## src/rtl/bus_mux_defs.sv

```systemverilog
// Shared defaults and helpers for the registered bus multiplexer family.
package bus_mux_defs;

   localparam int DEF_WIDTH = 16;
   localparam int DEF_NSRC  = 13;
   localparam int DEF_SELW  = 4;
   localparam int DEF_CNTW  = 16;

   // Minimum index width able to address n sources (at least 1 bit).
   function automatic int clog2(input int n);
      int r;
      r = 0;
      while ((1 << r) < n) r++;
      return (r < 1) ? 1 : r;
   endfunction

   // Low bit of source k inside the flattened input bus.
   function automatic int src_lo(input int k, input int w);
      return k * w;
   endfunction

endpackage

```

## src/rtl/bus_mux_sel_n.sv

```systemverilog
// Combinational N-to-1 slice selector; out-of-range selects yield zero data.
module bus_mux_sel_n
   import bus_mux_defs::*;
#(
   parameter int WIDTH = DEF_WIDTH,
   parameter int NSRC  = DEF_NSRC,
   parameter int SELW  = DEF_SELW
) (
   input  logic [NSRC*WIDTH-1:0] in_bus,
   input  logic [SELW-1:0]       sel,
   output logic [WIDTH-1:0]      data,
   output logic                  in_range
);

   logic [WIDTH-1:0] slices [NSRC];

   for (genvar gi = 0; gi < NSRC; gi++) begin : g_slice
      localparam int LO = src_lo(gi, WIDTH);
      assign slices[gi] = in_bus[LO +: WIDTH];
   end

   // Compare-and-pick keeps unused select codes from indexing past the array.
   always_comb begin
      data     = '0;
      in_range = 1'b0;
      for (int k = 0; k < NSRC; k++) begin
         if (sel == SELW'(k)) begin
            data     = slices[k];
            in_range = 1'b1;
         end
      end
   end

endmodule

```

## src/rtl/bus_mux_reg_n.sv

```systemverilog
// Registered N-to-1 bus mux with valid/ready on both sides and a transfer counter.
// Optional err output for out-of-range selects is enabled by BUS_MUX_ERR_EN.
module bus_mux_reg_n
   import bus_mux_defs::*;
#(
   parameter int WIDTH = DEF_WIDTH,
   parameter int NSRC  = DEF_NSRC,
   parameter int SELW  = clog2(NSRC),
   parameter int CNTW  = DEF_CNTW
) (
   input  logic                  clk,
   input  logic                  rst,
   input  logic [NSRC*WIDTH-1:0] in_bus,
   input  logic [SELW-1:0]       sel,
   input  logic                  sel_valid,
   output logic                  sel_ready,
   output logic [WIDTH-1:0]      out,
   output logic                  out_valid,
   input  logic                  out_ready,
   output logic [CNTW-1:0]       xfer_cnt
`ifdef BUS_MUX_ERR_EN
   ,
   output logic                  err
`endif
);

   logic [WIDTH-1:0] sel_data;
   logic             sel_in_range;
   logic             accept;

   logic [WIDTH-1:0] out_q,   out_d;
   logic             valid_q, valid_d;
   logic [CNTW-1:0]  cnt_q,   cnt_d;

   bus_mux_sel_n #(
      .WIDTH (WIDTH),
      .NSRC  (NSRC),
      .SELW  (SELW)
   ) u_sel (
      .in_bus   (in_bus),
      .sel      (sel),
      .data     (sel_data),
      .in_range (sel_in_range)
   );

   // A full register can still take a new word when it is drained on the same edge.
   assign sel_ready = !valid_q || out_ready;
   assign accept    = sel_valid && sel_ready;

   always_comb begin
      out_d   = out_q;
      valid_d = valid_q;
      cnt_d   = cnt_q;
      if (accept) begin
         out_d   = sel_data;
         valid_d = 1'b1;
         cnt_d   = cnt_q + 1'b1;
      end else if (valid_q && out_ready) begin
         valid_d = 1'b0;
      end
   end

   always_ff @(posedge clk) begin
      if (rst) begin
         out_q   <= '0;
         valid_q <= 1'b0;
         cnt_q   <= '0;
      end else begin
         out_q   <= out_d;
         valid_q <= valid_d;
         cnt_q   <= cnt_d;
      end
   end

   assign out       = out_q;
   assign out_valid = valid_q;
   assign xfer_cnt  = cnt_q;

`ifdef BUS_MUX_ERR_EN
   logic err_q, err_d;

   assign err_d = accept && !sel_in_range;

   always_ff @(posedge clk) begin
      if (rst) err_q <= 1'b0;
      else     err_q <= err_d;
   end

   assign err = err_q;
`endif

endmodule

```

## config.mk

```make
export PLATFORM = sky130hd
export DESIGN_NAME = bus_mux_reg_n
export DESIGN_NICKNAME = d
export VERILOG_FILES = /design/src/rtl/bus_mux_defs.sv /design/src/rtl/bus_mux_sel_n.sv /design/src/rtl/bus_mux_reg_n.sv
export SDC_FILE = /design/constraint.sdc
export NUM_CORES = 1
export LEC_CHECK = 0
export BUFFER_PORTS_ARGS = -buffer_cell sky130_fd_sc_hd__buf_2
export CAP_MARGIN = 25
export CORE_MARGIN = 4
export CORE_UTILIZATION = 42
export CTS_BUF_LIST = sky130_fd_sc_hd__clkbuf_8
export CTS_CLUSTER_SIZE = 40
export DETAILED_ROUTE_END_ITERATION = 8
export PLACE_DENSITY = 0.93
export SYNTH_ARGS = -nofsm -noshare
export SYNTH_HDL_FRONTEND = slang
export SYNTH_SLANG_ARGS = --single-unit
```

## constraint.sdc

```tcl
create_clock -name clk -period 2.1 [get_ports clk]
set_clock_uncertainty 0.05 [all_clocks]
set_input_delay 0.105 -clock clk [delete_from_list [all_inputs] [get_ports clk]]
set_output_delay 0.105 -clock clk [all_outputs]
set_load 0.01 [all_outputs]
```

==> metrics.txt <==
# TYPE chip_impl_metric gauge
chip_impl_metric{name="worstHoldPathCells",unit=""} 3
chip_impl_metric{name="dr.first_iter.drc_count",unit=""} 285
chip_impl_info{name="synth_top_cell_by_area",value="dfxtp_1"} 1
chip_impl_metric{name="clock_tree.buffer_depth",unit=""} 2
chip_impl_info{name="layout_commonest_cell",value="buf_2"} 1
chip_impl_metric{name="holdBufCountCts",unit=""} 0
chip_impl_metric{name="routed_wl",unit="um"} 14680
chip_impl_metric{name="routedWlPerCell",unit="um"} 18.99
chip_impl_info{name="crit_type",value="flip-flop to flip-flop"} 1
chip_impl_info{name="ys_dominant_reg_cell",value="dfxtp_1"} 1
chip_impl_metric{name="setup_tns",unit="ns"} 0
chip_impl_metric{name="die_width",unit="um"} 97.49
chip_impl_metric{name="reg2reg_setup_slack",unit="ns"} 0.28
chip_impl_metric{name="ff2ff_path_depth",unit=""} 5
chip_impl_info{name="most-common-layout-cells",value="249 x buf_2, 71 x a21oi_1, 33 x dfxtp_1"} 1
chip_impl_metric{name="synth_sequential_area_ratio",unit="%"} 19.64
chip_impl_metric{name="wl_met3",unit="um"} 1527
chip_impl_metric{name="final_hold_violating_endpoints",unit=""} 0
chip_impl_metric{name="shortest_period_the_worst_path_allows",unit="ns"} 1.821
chip_impl_metric{name="fp-row-count",unit=""} 32
chip_impl_metric{name="syn_nets",unit=""} 648
chip_impl_metric{name="cp_num_buf_inv",unit=""} 1
chip_impl_metric{name="critical_path_required",unit="ns"} 2.21
chip_impl_metric{name="area_growth",unit="%"} 43.60
chip_impl_metric{name="grt_overflow",unit=""} 0
chip_impl_metric{name="timing.max_slew.rel_slack",unit="%"} 51.77
chip_impl_info{name="path_delay_family",value="compound AO/OA/AOI/OAI gates"} 1
chip_impl_metric{name="synth.distinct_cells",unit=""} 58
chip_impl_info{name="run_status",value="finished clean"} 1
chip_impl_metric{name="vias_per_cell",unit=""} 5.962
chip_impl_info{name="synth_area_leaders",value="dfxtp_1 20%, a21oi_1 11%, mux2i_1 9.5%"} 1
chip_impl_metric{name="floorplan.die_area",unit="mm^2"} 0.009503
chip_impl_metric{name="report.power.total",unit="mW"} 2.070
chip_impl_metric{name="grt_start_max_net_pins",unit=""} 33
chip_impl_metric{name="synthCells",unit=""} 431
chip_impl_metric{name="worst_ep_arrival_time",unit="ns"} 1.94
chip_impl_metric{name="dr_total_vias",unit=""} 4609
chip_impl_metric{name="ioPinCount",unit=""} 250
chip_impl_metric{name="fp.dieH",unit="um"} 97.49
chip_impl_metric{name="syn_area_per_cell",unit="um^2"} 7.803
chip_impl_info{name="hold_path.class",value="input port to flip-flop"} 1
chip_impl_info{name="clock_tree_from_tritoncts",value="yes"} 1
chip_impl_metric{name="worstSkewPairLatency",unit="ns"} 0.28
chip_impl_metric{name="grtUsageTotal",unit="%"} 29.01
chip_impl_info{name="cts_root_buffer",value="clkbuf_8"} 1
chip_impl_info{name="r2r_start",value="out_valid"} 1
chip_impl_metric{name="postRouteAntennaNets",unit=""} 0
chip_impl_metric{name="mappedNetlistArea",unit="mm^2"} 0.003363
chip_impl_metric{name="yosysTopAreaCellShare",unit="%"} 19.64
chip_impl_metric{name="remaining_drc_errors",unit=""} 0
chip_impl_metric{name="maxCapViolCount",unit=""} 0
chip_impl_metric{name="grt_pass1_wl",unit="um"} 22770
chip_impl_metric{name="final_design_area_no_fill",unit="mm^2"} 0.004830
chip_impl_metric{name="worstMarginPinSlew",unit="ns"} 0.7234
chip_impl_metric{name="yosysWarningCount",unit=""} 0
chip_impl_metric{name="dpl_cell_area",unit="mm^2"} 0.004713
chip_impl_metric{name="layout_worst_path_cycle_share",unit="%"} 86.70
chip_impl_info{name="hold_path_end",value="out[5]"} 1
chip_impl_info{name="timing.critical_path.to_type",value="flip-flop"} 1
chip_impl_metric{name="io_buffer_count",unit=""} 249
chip_impl_metric{name="antennaDiodeCount",unit=""} 0
chip_impl_metric{name="peakVddDrop",unit="mV"} 0.2534
chip_impl_metric{name="gp_congestion",unit=""} 1.008
chip_impl_info{name="path_cells",value="and2b_1 -> inv_1 -> and3_1 -> a22o_1 -> o41a_1"} 1
chip_impl_metric{name="crit_path_max_incr_delay",unit="ns"} 0.42
chip_impl_metric{name="power_density",unit="mW/mm^2"} 428.7
chip_impl_info{name="startpoint_class_of_the_critical_path",value="flip-flop"} 1
chip_impl_metric{name="design.core.area",unit="mm^2"} 0.007767
chip_impl_metric{name="cts_buffers",unit=""} 5
chip_impl_info{name="worst_r2r_endpoint",value="out[15]"} 1
chip_impl_metric{name="post-cts-setup-buffer-count",unit=""} 0
chip_impl_metric{name="nNetsFinal",unit=""} 887
chip_impl_info{name="top_signal_layer_used",value="met4"} 1
chip_impl_metric{name="p_leak",unit="nW"} 2.252
chip_impl_metric{name="initial_utilization",unit="%"} 43.30
chip_impl_metric{name="post-dp-hpwl",unit="um"} 12080
chip_impl_metric{name="report.final.slew_viol_count",unit=""} 0
chip_impl_metric{name="finalSetupViolCount",unit=""} 0
chip_impl_metric{name="met1Wirelength",unit="um"} 5542
chip_impl_metric{name="number_of_storage_elements_in_the_synthesis_netlist",unit=""} 33
chip_impl_metric{name="fraction_of_layout_instances_using_a_drive_strength_above_1",unit="%"} 46.05
chip_impl_metric{name="clk_pin_slew",unit="ns"} 0.07
chip_impl_info{name="startpoint",value="out_valid"} 1
chip_impl_metric{name="number_of_enable_flip_flop_cells_after_synthesis",unit=""} 0
chip_impl_metric{name="route.met2.wl",unit="um"} 7123
chip_impl_metric{name="maxClockFrequency",unit="MHz"} 549.3
chip_impl_metric{name="critical_path_peak_fanout",unit=""} 6
chip_impl_info{name="worst_hold_startpoint",value="in_bus[197]"} 1
chip_impl_metric{name="cts.htree.levels",unit=""} 2
chip_impl_metric{name="antenna_found_initial",unit=""} 0
chip_impl_metric{name="cts.sink_count",unit=""} 33
chip_impl_metric{name="cts_repair_resize_count",unit=""} 0
chip_impl_info{name="rsz0062_at_grt",value="false"} 1
chip_impl_metric{name="drt_pass1_iterations",unit=""} 5
chip_impl_metric{name="ys_async_sr_fraction",unit="%"} 0
chip_impl_metric{name="via_count_of_the_first_global_routing_pass",unit=""} 4528
chip_impl_info{name="critical-path-slowest-cell",value="o41a_1"} 1
-- registers in the layout, indices dropped and copies added, names as in the netlist --
register	flops
out	16
out_valid	1
xfer_cnt	16
-- where the power goes --
group	total [mW]	leakage (nW)	switching, mW	internal, mW
registers	0.677	0.269	0.0203	0.657
clock network	0.613	0.0626	0.231	0.382
logic	0.780	1.92	0.401	0.379
total	2.07	2.25	0.652	1.42
-- worst reg2reg max path: stages, from the launching register on --
cell and delay, ns:
dfxtp_1 0.35, and2b_1 0.25, inv_1 0.16, and3_1 0.25, a22o_1 0.22, o41a_1 0.42
-- logic make-up (layout without fill, tap and decap cells) --
kind of cell | after synthesis | after routing | synth area share (%)
flops | 33 | 33 | 19.64
xor+xnor | 11 | 11 | 2.865
compound gates | 197 | 197 | 39.58
buf+inv | 48 | 288 | 7.106
simple gates | 94 | 94 | 14.55
mux | 47 | 47 | 15.89
fa+ha+maj | 1 | 1 | 0.3720
-- cell usage after synthesis (10+ instances only) --
| master | instances |
|---|---|
| dfxtp_1 | 33 |
| a21oi_1 | 71 |
| o31ai_1 | 10 |
| a22oi_1 | 12 |
| mux2i_1 | 32 |
| o21ai_0 | 22 |
| buf_2 | 20 |
| nand2_1 | 25 |
| mux2_2 | 11 |
| o211ai_1 | 12 |
| nor2_1 | 25 |
| clkbuf_1 | 12 |
| o22ai_1 | 29 |
-- metrics by stage --
step / util, % / instances / hold slack [ns] / setup slack, ns
4_1_cts: 62.18 / 773 / 0.07918 / 0.2917
6_report: 62.18 / 773 / 0.08956 / 0.2794
3_3_place_gp: 60.68 / 765 / 0.3889 / 0.2155
5_1_grt: 62.18 / 773 / 0.1286 / 0.1834
2_1_floorplan: - / 431 / 0.2483 / 0.3308
3_5_place_dp: 60.68 / 765 / 0.3714 / 0.1504
-- final cells by class --
cell class / instances / area [um^2]
clock buffer: 6 / 82.58
clock inverter: 2 / 33.78
fill: 675 / 2938
inverter: 8 / 30.03
multi-input combinational: 350 / 2464
sequential: 33 / 660.6
tap: 102 / 127.6
timing repair buffer: 272 / 1431
-- worst max path at each step --
stage	to	depth (start not counted)
after floorplan	out[15]	6
after global placement	out[3]	7
after detailed placement	out[10]	7
after CTS	out[15]	5
after global routing	out[4]	5
final	out[15]	5
-- routing by layer --
metal	global-route usage [%]	up-vias
met2	49.29	315
met5	0	-
met4	11.50	0
met1	34.57	2084
li1	-	2168
met3	7.825	42
(Power assumes the default switching activity.)
